===== src/rtl/line_rd_ctrl.sv =====
// Line-buffer read controller: streams one line of pixels from an SDP RAM
// into a small skid FIFO feeding a valid/ready output with a last marker.
module line_rd_ctrl #(
  parameter int ADDR_WIDTH = 11,
  parameter int DATA_WIDTH = 8,
  parameter int FIFO_DEPTH = 4
) (
  input  logic                  rd_clk,
  input  logic                  rd_rst,
  input  logic                  line_start,
  input  logic [ADDR_WIDTH-1:0] line_base,
  input  logic [ADDR_WIDTH:0]   line_len,
  output logic                  busy,
  output logic [ADDR_WIDTH-1:0] ram_rd_addr,
  input  logic [DATA_WIDTH-1:0] ram_rd_data,
  output logic [DATA_WIDTH-1:0] m_data,
  output logic                  m_valid,
  input  logic                  m_ready,
  output logic                  m_last,
  output logic                  line_done
);

  localparam int PW = (FIFO_DEPTH > 1) ? $clog2(FIFO_DEPTH) : 1;
  localparam int CW = $clog2(FIFO_DEPTH + 1);
  localparam logic [ADDR_WIDTH:0] MAX_LEN = {1'b1, {ADDR_WIDTH{1'b0}}};
  localparam logic [CW:0]         DEPTH_C = (CW + 1)'(FIFO_DEPTH);

  typedef enum logic [1:0] {IDLE, READ, DRAIN} state_t;

  state_t                state_reg, state_next;
  logic [ADDR_WIDTH-1:0] cur_addr_reg, last_addr_reg;
  logic [ADDR_WIDTH:0]   remain_reg;
  logic                  inflight_reg, inflight_last_reg, line_done_reg;
  logic [DATA_WIDTH:0]   mem [FIFO_DEPTH];
  logic [PW-1:0]         wr_ptr_reg, rd_ptr_reg;
  logic [CW-1:0]         count_reg;

  logic                  start_ok, issue, push, pop, pop_last;
  logic [CW:0]           occupancy;
  logic [DATA_WIDTH:0]   head;

  assign start_ok  = line_start && (line_len != '0) && (line_len <= MAX_LEN);
  assign occupancy = {1'b0, count_reg} + (CW + 1)'(inflight_reg);
  assign head      = mem[rd_ptr_reg];
  assign push      = inflight_reg;
  assign pop       = m_valid && m_ready;
  assign pop_last  = pop && head[DATA_WIDTH];

  always_ff @(posedge rd_clk) begin
    if (rd_rst) state_reg <= IDLE;
    else        state_reg <= state_next;
  end

  always_comb begin
    state_next = state_reg;
    issue      = 1'b0;
    case (state_reg)
      IDLE:  if (start_ok) state_next = READ;
      READ: begin
        if (occupancy < DEPTH_C) begin
          issue = 1'b1;
          if (remain_reg == (ADDR_WIDTH + 1)'(1)) state_next = DRAIN;
        end
      end
      DRAIN: if (pop_last) state_next = IDLE;
      default: state_next = IDLE;
    endcase
  end

  // The issued address appears combinationally so the RAM sees it in the
  // issue cycle; otherwise the previously issued address is held.
  assign ram_rd_addr = issue ? cur_addr_reg : last_addr_reg;

  always_ff @(posedge rd_clk) begin
    if (rd_rst) begin
      cur_addr_reg      <= '0;
      last_addr_reg     <= '0;
      remain_reg        <= '0;
      inflight_reg      <= 1'b0;
      inflight_last_reg <= 1'b0;
      line_done_reg     <= 1'b0;
      wr_ptr_reg        <= '0;
      rd_ptr_reg        <= '0;
      count_reg         <= '0;
    end else begin
      if (state_reg == IDLE && start_ok) begin
        cur_addr_reg <= line_base;
        remain_reg   <= line_len;
      end else if (issue) begin
        cur_addr_reg  <= cur_addr_reg + 1'b1;
        remain_reg    <= remain_reg - 1'b1;
        last_addr_reg <= cur_addr_reg;
      end
      inflight_reg      <= issue;
      inflight_last_reg <= issue && (remain_reg == (ADDR_WIDTH + 1)'(1));
      line_done_reg     <= (state_reg == DRAIN) && pop_last;

      if (push) begin
        if (wr_ptr_reg == PW'(FIFO_DEPTH - 1)) wr_ptr_reg <= '0;
        else                                   wr_ptr_reg <= wr_ptr_reg + 1'b1;
      end
      if (pop) begin
        if (rd_ptr_reg == PW'(FIFO_DEPTH - 1)) rd_ptr_reg <= '0;
        else                                   rd_ptr_reg <= rd_ptr_reg + 1'b1;
      end
      case ({push, pop})
        2'b10:   count_reg <= count_reg + 1'b1;
        2'b01:   count_reg <= count_reg - 1'b1;
        default: count_reg <= count_reg;
      endcase
    end
  end

  // FIFO storage needs no reset; occupancy gating keeps stale entries hidden.
  always_ff @(posedge rd_clk) begin
    if (push) mem[wr_ptr_reg] <= {inflight_last_reg, ram_rd_data};
  end

  assign busy      = (state_reg != IDLE);
  assign m_valid   = (count_reg != '0);
  assign m_data    = m_valid ? head[DATA_WIDTH-1:0] : '0;
  assign m_last    = m_valid && head[DATA_WIDTH];
  assign line_done = line_done_reg;

endmodule

===== config.mk =====
export PLATFORM = sky130hd
export DESIGN_NAME = line_rd_ctrl
export DESIGN_NICKNAME = d
export VERILOG_FILES = /design/src/rtl/line_rd_ctrl.sv
export SDC_FILE = /design/constraint.sdc
export NUM_CORES = 1
export LEC_CHECK = 0
export CAP_MARGIN = 20
export CORE_MARGIN = 2
export CORE_UTILIZATION = 50
export DETAILED_ROUTE_END_ITERATION = 16
export PLACE_DENSITY = 0.75
export SYNTH_ARGS = -nofsm -noshare
export SYNTH_HDL_FRONTEND = slang
export SYNTH_SLANG_ARGS = --single-unit

===== constraint.sdc =====
create_clock -name rd_clk -period 5.7 [get_ports rd_clk]
set_input_delay 1.71 -clock rd_clk [delete_from_list [all_inputs] [get_ports rd_clk]]
set_output_delay 1.71 -clock rd_clk [all_outputs]
set_load 0.01 [all_outputs]

# --- Word level (Yosys, flattened, before mapping) ---
# Memories as Yosys holds them, arrays and structs flattened. A register that Yosys moved wholly into a read port is not among the register bits.
# Index checks and enable logic that the tools add are counted.
word_totals:
  ramBits: 36
  mem_count: 1
  output_inout_bits: 23
  register_bits: 46
  in_bits: 35
classes:
  muxes: 20
  n_lt_le_gt_ge: 2
  addsub: 7
  eq_ne: 11
  n_reduce_logical: 15
mem_list:
  columns: ["memory", "words", "width", "read_ports", "rd_ports_with_merged_regs", "write_ports", "line", "source"]
  rows:
  - ["mem", 4, 9, 1, 1, 1, "34", "logic [DATA_WIDTH:0] mem [FIFO_DEPTH];"]
ops:
  columns: ["operator", "n"]
  rows:
  - ["11-bit 2-to-1 mux", 3]
  - ["12-bit 2-to-1 mux", 2]
  - ["2-bit 2-to-1 mux", 8]
  - ["12-bit by 1-bit == test with 1-bit output (second input constant)", 1]
  - ["12-bit <= comparator (second input constant)", 1]
  - ["12-bit nonzero test", 1]
  - ["12-bit by 1-bit subtractor with 12-bit output (second input constant)", 1]
  - ["11-bit by 1-bit adder with 11-bit output (second input constant)", 1]
  - ["2-bit == test (second input constant)", 4]
  - ["1-bit logical AND", 8]
  - ["8-bit 2-to-1 mux", 1]
  - ["2-bit inequality test (second input constant)", 4]
  - ["2-bit case mux with 3 select lines", 1]
  - ["3-bit case mux with 2 select lines", 1]
  - ["2-bit nonzero test", 3]
  - ["2-bit by 1-bit adder with 2-bit output (second input constant)", 2]
  - ["3-bit by 1-bit adder with 4-bit output", 1]
  - ["2-bit by 1-bit == test with 1-bit output (second input constant)", 2]
  - ["4-bit by 3-bit less-than comparator with 1-bit output (second input constant)", 1]
  - ["1-bit 2-to-1 mux", 4]
  - ["4-bit AND reduction", 1]
  - ["3-bit by 1-bit adder with 3-bit output (second input constant)", 1]
  - ["3-bit nonzero test", 1]
  - ["3-bit by 1-bit subtractor with 3-bit output (second input constant)", 1]
  - ["2-bit logical NOT", 1]

# --- Longest topological paths before layout ---
# Gate-level depths: netlist of the first run.
depth:
  depth_word: 6
  mapped_depth: 9
  ltp_nobuf: 9

# --- Least setup slack after synthesis of the first run ---
# No wires, ideal clock.
synth_path:
  kind: "input to register"
  startpoint: "in m_ready"
  endpoint: "reg count_reg[2]"
  t_required_ps: 5630
  cell_stages: 8
  t_arrival_ps: 3012
  slack_ps: 2617
  path_cell_list: "nand2_1 inv_1 ha_1 inv_1 fa_1 xor2_1 or3_1 a21oi_1"
synth_via:
  elab_chain_len: 3
  word_cells_on_any_way: 5
  cone_classes: "eq/ne: 2; mux: 1; reduce/logical: 2"
synth_lines:
  columns: ["item", "line", "source"]
  rows:
  - ["start: declaration", "18", "input logic m_ready,"]
  - ["1-bit logical AND (*)", "46", "assign pop = m_valid && m_ready;"]
  - ["named net pop", "38", "logic start_ok, issue, push, pop, pop_last;"]
  - ["2-bit by 1-bit == test with 1-bit output or 2-bit == test (tied branches)", "106", "case ({push, pop})"]
  - ["3-bit case mux with 2 select lines or 2-bit nonzero test (tied branches)", null, null]
  - ["end signal: assignment", "107", "2'b10: count_reg <= count_reg + 1'b1;"]
  - ["end signal: assignment", "108", "2'b01: count_reg <= count_reg - 1'b1;"]
  - ["end signal: assignment", "109", "default: count_reg <= count_reg;"]
  - ["end: declaration", "36", "logic [CW-1:0] count_reg;"]
# Mark *: on every way through the listed nets, which the timed path passes. The rest lies on a longest branch.
# A chain may end at the register's enable or synchronous reset.

# --- Worst setup path after layout of the first run ---
layout_path:
  startpoint: "reg inflight_reg"
  endpoint: "out ram_rd_addr[9]"
layout_via:
  elab_chain_len: 5
layout_lines:
  columns: ["item", "line", "source"]
  rows:
  - ["start: declaration", "33", "logic inflight_reg, inflight_last_reg, line_done_reg;"]
  - ["start signal: assignment", "94", "inflight_reg <= issue;"]
  - ["3-bit by 1-bit adder with 4-bit output", "43", "assign occupancy = {1'b0, count_reg} + (CW + 1)'(inflight_reg);"]
  - ["4-bit by 3-bit less-than comparator with 1-bit output", "60", "if (occupancy < DEPTH_C) begin"]
  - ["1-bit 2-to-1 mux", "60", null]
  - ["1-bit 2-to-1 mux", "57", "case (state_reg)"]
  - ["11-bit 2-to-1 mux", null, null]
  - ["end: declaration", "14", "output logic [ADDR_WIDTH-1:0] ram_rd_addr,"]
# Every way passes these cells.

==> summary.md, run 1 <==
| Metric | Value |
|---|---|
| DRT Wirelength | 7661 um |
| Antenna diodes | 0 |
| Largest net degree at the start of global routing | 30 |
| Slew headroom | 34.08% |
| Grt total ovfl | 0 |
| Post-CTS Resized | 0 |
| Filler cell count | 623 |
| Yosys warnings | 0 |
| Crit-path leading delay family | compound AO/OA/AOI/OAI gates |
| Routed vias | 2820 |
| Period utilization | 72.62% |
| Fin crit period | 4139 ps |
| RR Startpoint | count_reg[0] |
| NetSw | 0.3969 mW |
| Area Overhead vs Synth | 21.86% |
| TritonCTS clock tree | built |
| Final setup viols | 0 |
| Final hold viol count | 0 |
| Setup Fix Bufs, Post-CTS | 0 |
| Hpwl dp | 5260 um |
| CTS Buf Count | 9 |
| Worst path depth | 4 |
| Row count | 31 |
| Synth unique cells | 53 |
| Die width | 91.12 um |
| Initial Util | 52.04% |
| Hold_ws | 467.1 ps |
| First-pass GRT wire length | 12800 um |
| Hold Startpoint | last_addr_reg[7] |
| Max Slew Vio Count | 0 |
| Via density | 5.595 |
| IO Pins | 58 |
| Number of flops mapped to enable cells by yosys | 36 |
| Critical path origin | inflight_reg |
| Buf+Inv Stages, Crit Path | 1 |
| Worst path cell trace | a31oi_1 -> nand2_1 -> a21o_1 -> clkdlybuf4s50_1 |
| Core Footprint | 7292 sq um |
| Worst EP required | 3990 ps |
| Pwr dens | 313.4 nW/um^2 |
| Logic pwr share | 21.8% |
| Status | finished clean |
| Max Clk Rate | 241.6 MHz |
| Clock skew | 10.91 ps |
| Drt wl/cell | 15.20 um |
| Post-Syn Area | 3795 sq um |
| Die area | 8303 sq um |
| Final Worst Setup Slack | 1561 ps |
| Hold Buf Count CTS | 0 |
| Average size of a mapped cell | 10.97 sq um |
| Non-Filler Instances | 504 |
| Worst EP arrival | 2430 ps |
| Crit-path slowest cell | nand2_1 |
| Inst Count DP | 488 |
| Max_cap viols | 0 |
| RSZ-0062 raised after global routing | false |
| Worst vdd ir | 152.0 uV |
| Startpoint Class | flip-flop |
| Asr flop ratio synth | 0% |
| Gr usage total | 19.29% |
| Sequential Power Share | 48.2% |
| Post-synth top area cell | edfxtp_1 |
| Final ANT Viol Nets | 0 |
| Synth top area share | 28.49% |
| CP max stage delay | 540 ps |
| Count leader, synth | nand2_1 |
| Max FFs per register | 36 |
| Internal | 1.052 mW |
| Die height | 91.12 um |
| Dpl cell area | 4419 sq um |
| Fin Setup TNS | 0 ps |
| CTS Root Cell | clkbuf_8 |
| Place WS | 1815 ps |
| Worst-path clk slew | 80 ps |
| DR iter-0 viols | 119 |
| Worst R2R End | count_reg[2] |
| CP max FO | 20 |
| Initial antenna violation count | 0 |
| CP endpoint | ram_rd_addr[9] |
| Worst-margin pin slew | 985.8 ps |
| CP Class | flip-flop to output port |
| Worst-Skew Late Latency | 350 ps |
| Nets | 445 |
| Worst setup EP type | output port |
| Clock buffer depth | 2 |
| GP Congestion | 0.8125 |
| HP Class | flip-flop to flip-flop |
| Sequential share of the synthesized area | 53.81% |
| Synth Instances | 346 |
| Switching share of power | 27.39% |
| P_leak | 1.650 nW |
| Post-route cell area | 4624 sq um |
| # DRC | 0 |
| Share of layout cells above drive strength 1 | 9.383% |
| Synth top area cells | edfxtp_1 28%, dfxtp_1 25%, mux4_2 5.3% |
| First-pass DRT Iterations | 4 |
| Worst reg-to-reg setup slack | 3370 ps |
| Synthesis-stage register bit count | 84 |
| Vias in the first global route | 2714 |
| Synth cell count leaders | 52 x nand2_1, 48 x dfxtp_1, 36 x edfxtp_1 |
| # H-tree levels | 3 |
| Clock power share | 30.0% |
| Ys flop type | dfxtp_1 |
| Synthesized net count | 391 |
| Clock Sinks | 84 |
| # port buffers | 57 |
| R2r worst-path depth | 9 |
==> kinds of logic after synthesis <==
logic type,count (synthesis),share of synthesized area [%]
DFF,84,53.81
adders and majority gates,10,3.495
buffers and inverters,27,3.330
AOI/OAI and AO/OA,59,10.58
muxes,11,5.869
and+or+nand+nor,139,19.22
xor gates and xnor gates,16,3.693
==> final cells by class <==
class,count,area [sq um],area share [%]
clock buffers,12,156.4,3.382
clock inverters,4,48.80,1.055
inverters,11,41.29,0.8929
multi-input cells,235,1627,35.17
flip-flops and latches,84,2042,44.16
well taps,99,123.9,2.679
repair buffers,59,585.6,12.66
==> per-layer routing <==
metal / part of all wire (%) / global-route usage [%] / up-vias
met4: 1.4 / 7.071 / 0
met5: 0 / 0 / -
li1: - / - / 1355
met2: 51 / 33.40 / 88
met3: 5.6 / 4.315 / 13
met1: 43 / 23.59 / 1364
==> stage by stage <==
step	power, mW	utilization (%)
final	1.449	63.42
after global routing	1.521	63.42
after CTS	1.461	63.42
after detailed placement	1.031	60.60
after global placement	1.022	60.60
after floorplan	0.9078	-
==> cells in the final DEF (no fill, tap or decap), types with 3 or more instances in the layout <==
cell and instances:
nand4_1 5, edfxtp_1 36, nor2_1 28, inv_1 11
a21oi_1 25, nand3_1 3, a22oi_1 6, nor3_1 8
and2_1 14, o21ai_0 5, xnor2_1 8, dfxtp_1 48
a31oi_1 6, nor4_2 3, ha_1 9, and3_1 5
clkdlybuf4s50_1 57, a211oi_1 4, mux4_2 9, a222oi_1 4
clkbuf_8 9, nand2_1 52, xor2_1 8
==> how the worst min path moves through the flow <==
| stage | to | cells after the start |
|---|---|---|
| 2_1_floorplan | mem[0][8] | 0 |
| 3_3_place_gp | last_addr_reg[1] | 2 |
| 3_5_place_dp | last_addr_reg[7] | 2 |
| 4_1_cts | last_addr_reg[7] | 2 |
| 5_1_grt | last_addr_reg[6] | 2 |
| 6_report | last_addr_reg[7] | 2 |
==> power by group through the flow <==
stage,clock (mW),combinational (mW),sequential [mW]
finish,0.434,0.316,0.699
global placement,0,0.310,0.712
floorplan,0,0.213,0.695
detailed placement,0,0.317,0.714
CTS,0.442,0.319,0.699
global route,0.466,0.349,0.706
==> tightest hold or removal path: stages, from the launching register on <==
cell and delay (ps):
dfxtp_1 300, nand2_1 60, a21oi_1 60
Note: power is estimated with default switching activity, not from simulation.
==> run 2, diff against run 1 <==
- clock period: 5.7 -> 4.3 ns (I/O delays scaled with it)
==> run 2 against run 1 <==
Sequential power up 33%. Critical path type unchanged. Die area unchanged. Sequential cell count unchanged. Critical path depth stayed put. Clock power grew 40%. Worst hold slack hardly changed. Non-clock buffer count unchanged. Worst setup slack worse by 1000 ps.
==> summary.md, run 2 (synthesis gave the netlist of run 1 again) <==
| Metric | Value |
|---|---|
| Final Util | 63.68% |
| Vias in the first global route | 2736 |
| Initial Util | 52.04% |
| Via density | 5.571 |
| Die height | 91.12 um |
| Clock buffer depth | 2 |
| HP Class | flip-flop to flip-flop |
| Clock skew | 8.335 ps |
| Worst-Skew Late Latency | 350 ps |
| First-pass DRT Iterations | 4 |
| CP max FO | 20 |
| Sequential Area | 2042 sq um |
| CP Class | flip-flop to output port |
| RR Startpoint | inflight_reg |
| Status | finished clean |
| Crit-path leading delay family | compound AO/OA/AOI/OAI gates |
| Largest net degree at the start of global routing | 28 |
| Worst-margin pin slew | 911.4 ps |
| Max Slew Vio Count | 0 |
| Core Footprint | 7292 sq um |
| P_leak | 1.660 nW |
| Die width | 91.12 um |
| Worst path cell trace | a31oi_1 -> nand2_1 -> a21o_1 -> clkdlybuf4s50_1 |
| TritonCTS clock tree | built |
| Max_cap viols | 0 |
| Hold_ws | 467.5 ps |
| Area Overhead vs Synth | 22.35% |
| Worst EP required | 3010 ps |
| Critical path origin | count_reg[1] |
| Filler cell count | 609 |
| Final setup viols | 0 |
| Die area | 8303 sq um |
| Period utilization | 87.14% |
| Hpwl dp | 5350 um |
| DR iter-0 viols | 115 |
| Gr usage total | 19.83% |
| CTS Buf Count | 9 |
| IO Pins | 58 |
| Overall Power | 1.958 mW |
| Routed vias | 2808 |
| Worst setup EP type | output port |
| # DRC | 0 |
| Fin Setup TNS | 0 ps |
| Buf+Inv Stages, Crit Path | 1 |
| Share of layout cells above drive strength 1 | 9.630% |
| CTS Root Cell | clkbuf_8 |
| Worst EP arrival | 2460 ps |
| Grt total ovfl | 0 |
| Initial antenna violation count | 0 |
| Crit-path slowest cell | nand2_1 |
| Final hold viol count | 0 |
| # port buffers | 57 |
| Worst reg-to-reg setup slack | 1890 ps |
| Worst vdd ir | 231.7 uV |
| Clock Sinks | 84 |
| CP max stage delay | 550 ps |
| Antenna diodes | 0 |
| RSZ-0062 raised after global routing | false |
| GP Congestion | 0.8458 |
| Multi-input gate area | 1627 sq um |
| Max FFs per register | 36 |
| Final ANT Viol Nets | 0 |
| Hold Startpoint | last_addr_reg[0] |
| Hold Buf Count CTS | 0 |
| First-pass GRT wire length | 13260 um |
| Slew headroom | 38.68% |
| DRT Wirelength | 7722 um |
| Pwr dens | 421.7 nW/um^2 |
| Row count | 31 |
| Drt wl/cell | 15.32 um |
| Startpoint Class | flip-flop |
| Fin crit period | 3747 ps |
| Post-CTS Resized | 0 |
| Commonest non-fill, non-tap cell in the layout | clkdlybuf4s50_1 |
| # H-tree levels | 3 |
| Worst-path clk slew | 80 ps |
| Most frequent cells in the layout | 57 x clkdlybuf4s50_1, 52 x nand2_1, 48 x dfxtp_1 |
| Max Clk Rate | 266.9 MHz |
| Nets | 445 |
| Setup Fix Bufs, Post-CTS | 0 |
==> run 2: cell type report <==
cell class / instances / area share, %
Clock buffer: 14 / 3.988
Clock inverter: 2 / 0.8354
Inverter: 11 / 0.8892
Multi-Input combinational cell: 235 / 35.03
Sequential cell: 84 / 43.98
Tap cell: 99 / 2.668
Timing Repair Buffer: 59 / 12.61
==> run 2: metrics by stage <==
| stage | std cells | setup WS (ps) | instance area (sq um) |
|---|---|---|---|
| floorplan | 346 | 1637 | 3795 |
| global route | 504 | 324.9 | 4643 |
| finish | 504 | 553.1 | 4643 |
| CTS | 504 | 527.5 | 4643 |
| detailed placement | 488 | 793.3 | 4419 |
| global placement | 488 | 884.6 | 4419 |
==> run 2: where the power goes <==
part	leakage, nW	internal (mW)	total, mW	switching [mW]
logic	0.828	0.221	0.423	0.202
clock network	0.115	0.340	0.608	0.268
registers	0.717	0.871	0.928	0.0563
==> run 2: worst reg2reg max path, delay by kind of cell, from the launching register on <==
kind / cells / cell delay, ps
flip-flops: 1 / 430
AO/OA/AOI/OAI: 4 / 1220
AND/OR/NAND/NOR: 1 / 380
buffers and inverters: 1 / 290
==> run 2: worst paths after layout <==
path,end,cells past startpoint
worst min-delay path,last_addr_reg[0],2
worst max-delay path,ram_rd_addr[9],4
worst min register to register,last_addr_reg[0],2
worst max register to register,remain_reg[7],6
==> run 2: layer usage <==
metal  routed length [um]  track usage [%]  up-vias  part of all wire [%]
li1                     -                -     1356                     -
met1                 3362            26.19     1343                    44
met2                 3804            32.65       92                    49
met3                  390            3.154       17                   5.1
met4                  165            8.081        0                   2.1
met5                    0                0        -                     0
==> run 3, diff against run 2 <==
- CTS_BUF_LIST: default -> sky130_fd_sc_hd__clkbuf_4
- PLACE_DENSITY: 0.75 -> 0.78
- clock period: 4.3 -> 3.4 ns (I/O delays scaled with it)
==> run 3 against run 2 <==
Via count increased by 0.39%. Critical endpoint is now m_last. Clock skew is 8.2 ps higher. Sequential cell count unchanged. First-iteration DRC count fell by 2.6%. Register-to-register slack worse by 900 ps. Clock power decreased by 16%. Routed wire length increased by 0.98%. Largest power group unchanged. Count of clock-buffer cells in the layout shrank 5. Critical path depth stayed put.
==> summary.md, run 3 (synthesis gave the netlist of run 1 again) <==
| Metric | Value |
|---|---|
| Status | finished clean |
| Fin Setup TNS | 0 ps |
| Worst vdd ir | 238.1 uV |
| CP max stage delay | 550 ps |
| Worst setup EP type | output port |
| Multi-input gate area | 1637 sq um |
| Gr usage total | 19.73% |
| Max Slew Vio Count | 0 |
| CTS Root Cell | clkbuf_4 |
| Crit-path slowest cell | mux4_2 |
| Fin crit period | 3212 ps |
| Max FFs per register | 36 |
| Share of layout cells above drive strength 1 | 11.71% |
| Pwr dens | 486.4 nW/um^2 |
| NetSw | 0.6854 mW |
| Sequential Power Share | 51.8% |
| # H-tree levels | 3 |
| Setup Fix Bufs, Post-CTS | 0 |
| Commonest non-fill, non-tap cell in the layout | clkdlybuf4s50_1 |
| DR top layer | met4 |
| Nets | 450 |
| DRT Wirelength | 7798 um |
| GP Congestion | 0.8565 |
| Worst-Skew Late Latency | 420 ps |
| Final ANT Viol Nets | 0 |
| Hpwl dp | 5464 um |
| Logic pwr share | 25.3% |
| Max_cap viols | 0 |
| Clock power share | 22.9% |
| Final setup viols | 0 |
| CTS Buf Count | 9 |
| Place WS | 313.7 ps |
| Worst-path clk slew | 140 ps |
| Max Clk Rate | 311.3 MHz |
| Largest net degree at the start of global routing | 26 |
| Die width | 91.12 um |
| First-pass GRT wire length | 13190 um |
| Startpoint Class | flip-flop |
| P_leak | 1.642 nW |
| Wl on met1 | 3393 um |
| First-pass DRT Iterations | 4 |
| Drt wl/cell | 15.32 um |
| Worst EP required | 2380 ps |
| DR WL met2 | 3910 um |
| # port buffers | 57 |
| Initial Util | 52.04% |
| Worst-margin pin slew | 903.0 ps |
| Routed vias | 2819 |
| Worst EP arrival | 2190 ps |
| Final hold viol count | 0 |
| Die area | 8303 sq um |
| Row count | 31 |
| Post-CTS Resized | 2 |
| Die height | 91.12 um |
| IO Pins | 58 |
| Core Footprint | 7292 sq um |
| HP Class | flip-flop to flip-flop |
| Clock buffer depth | 2 |
| Met3 Wirelength | 370 um |
| Antenna diodes | 0 |
| Most frequent cells in the layout | 57 x clkdlybuf4s50_1, 51 x nand2_1, 48 x dfxtp_1 |
| Initial antenna violation count | 0 |
| Final Worst Setup Slack | 187.8 ps |
| CP Class | flip-flop to output port |
| Area Overhead vs Synth | 21.13% |
| Vias in the first global route | 2835 |
| Internal | 1.551 mW |
| Worst path cell trace | buf_4 -> mux4_2 -> and2_1 -> clkdlybuf4s50_1 |
| Clock Sinks | 84 |
| RSZ-0062 raised after global routing | false |
| DR iter-0 viols | 112 |
| CP max FO | 9 |
| Sequential Area | 2042 sq um |
| Slew headroom | 39.61% |
| Switching share of power | 30.65% |
| Period utilization | 94.48% |
| Grt total ovfl | 0 |
| Via density | 5.538 |
| TritonCTS clock tree | built |
| Filler cell count | 606 |
| Clock skew | 16.52 ps |
| Hold Buf Count CTS | 0 |
| # DRC | 0 |
run 3: cell count changes in the layout (fill, tap and decap cells not counted), moves of 2 or more:
cell,before,now
clkinv_2,0,2
buf_4,2,6
inv_6,0,2
clkbuf_4,0,9
clkbuf_8,11,0
run 3: path summary, 6_finish.rpt:
kind	startpoint	endpoint	slack, ps	depth (start not counted)
max reg2reg	count_reg[1]	count_reg[2]	990	9
min	last_addr_reg[7]	last_addr_reg[7]	470	2
max	flip-flop	m_last	190	4
min reg2reg	last_addr_reg[7]	last_addr_reg[7]	470	2
run 3: critical path: cells and delay by family (launching register included):
family,cells,cell delay (ps)
flops,1,340
simple gates,1,190
mux,1,550
buf+inv,2,690
run 3: final cells by class:
| cell class | count | share of cell area (%) |
|---|---|---|
| clock inverter | 7 | 1.089 |
| tap | 99 | 2.695 |
| multi-input combinational | 235 | 35.60 |
| inverter | 11 | 0.8982 |
| sequential | 84 | 44.42 |
| timing repair buffer | 64 | 13.83 |
| clock buffer | 9 | 1.470 |
run 3: stage by stage:
step	util, %	cell area [sq um]	instances	total power, mW	hold slack, ps
CTS	62.95	4591	509	2.253	474.2
floorplan	-	3795	346	1.522	438.3
detailed placement	61.29	4469	493	1.746	455.5
global route	63.04	4597	509	2.351	486.3
finish	63.04	4597	509	2.236	474.5
global placement	61.29	4469	493	1.724	448.0
run 3: power groups by stage:
stage	Sequential [mW]	Combinational, mW	Clock (mW)
2_1_floorplan	1.16	0.358	0
3_3_place_gp	1.18	0.547	0
3_5_place_dp	1.18	0.566	0
4_1_cts	1.16	0.570	0.525
5_1_grt	1.17	0.622	0.561
6_report	1.16	0.565	0.512
run 3: layer usage:
layer  vias to the layer above  global-route usage, %
met5                         -                      0
met4                         0                  7.449
met3                        11                  3.237
met2                        85                  34.26
met1                      1344                  24.69
li1                       1379                      -
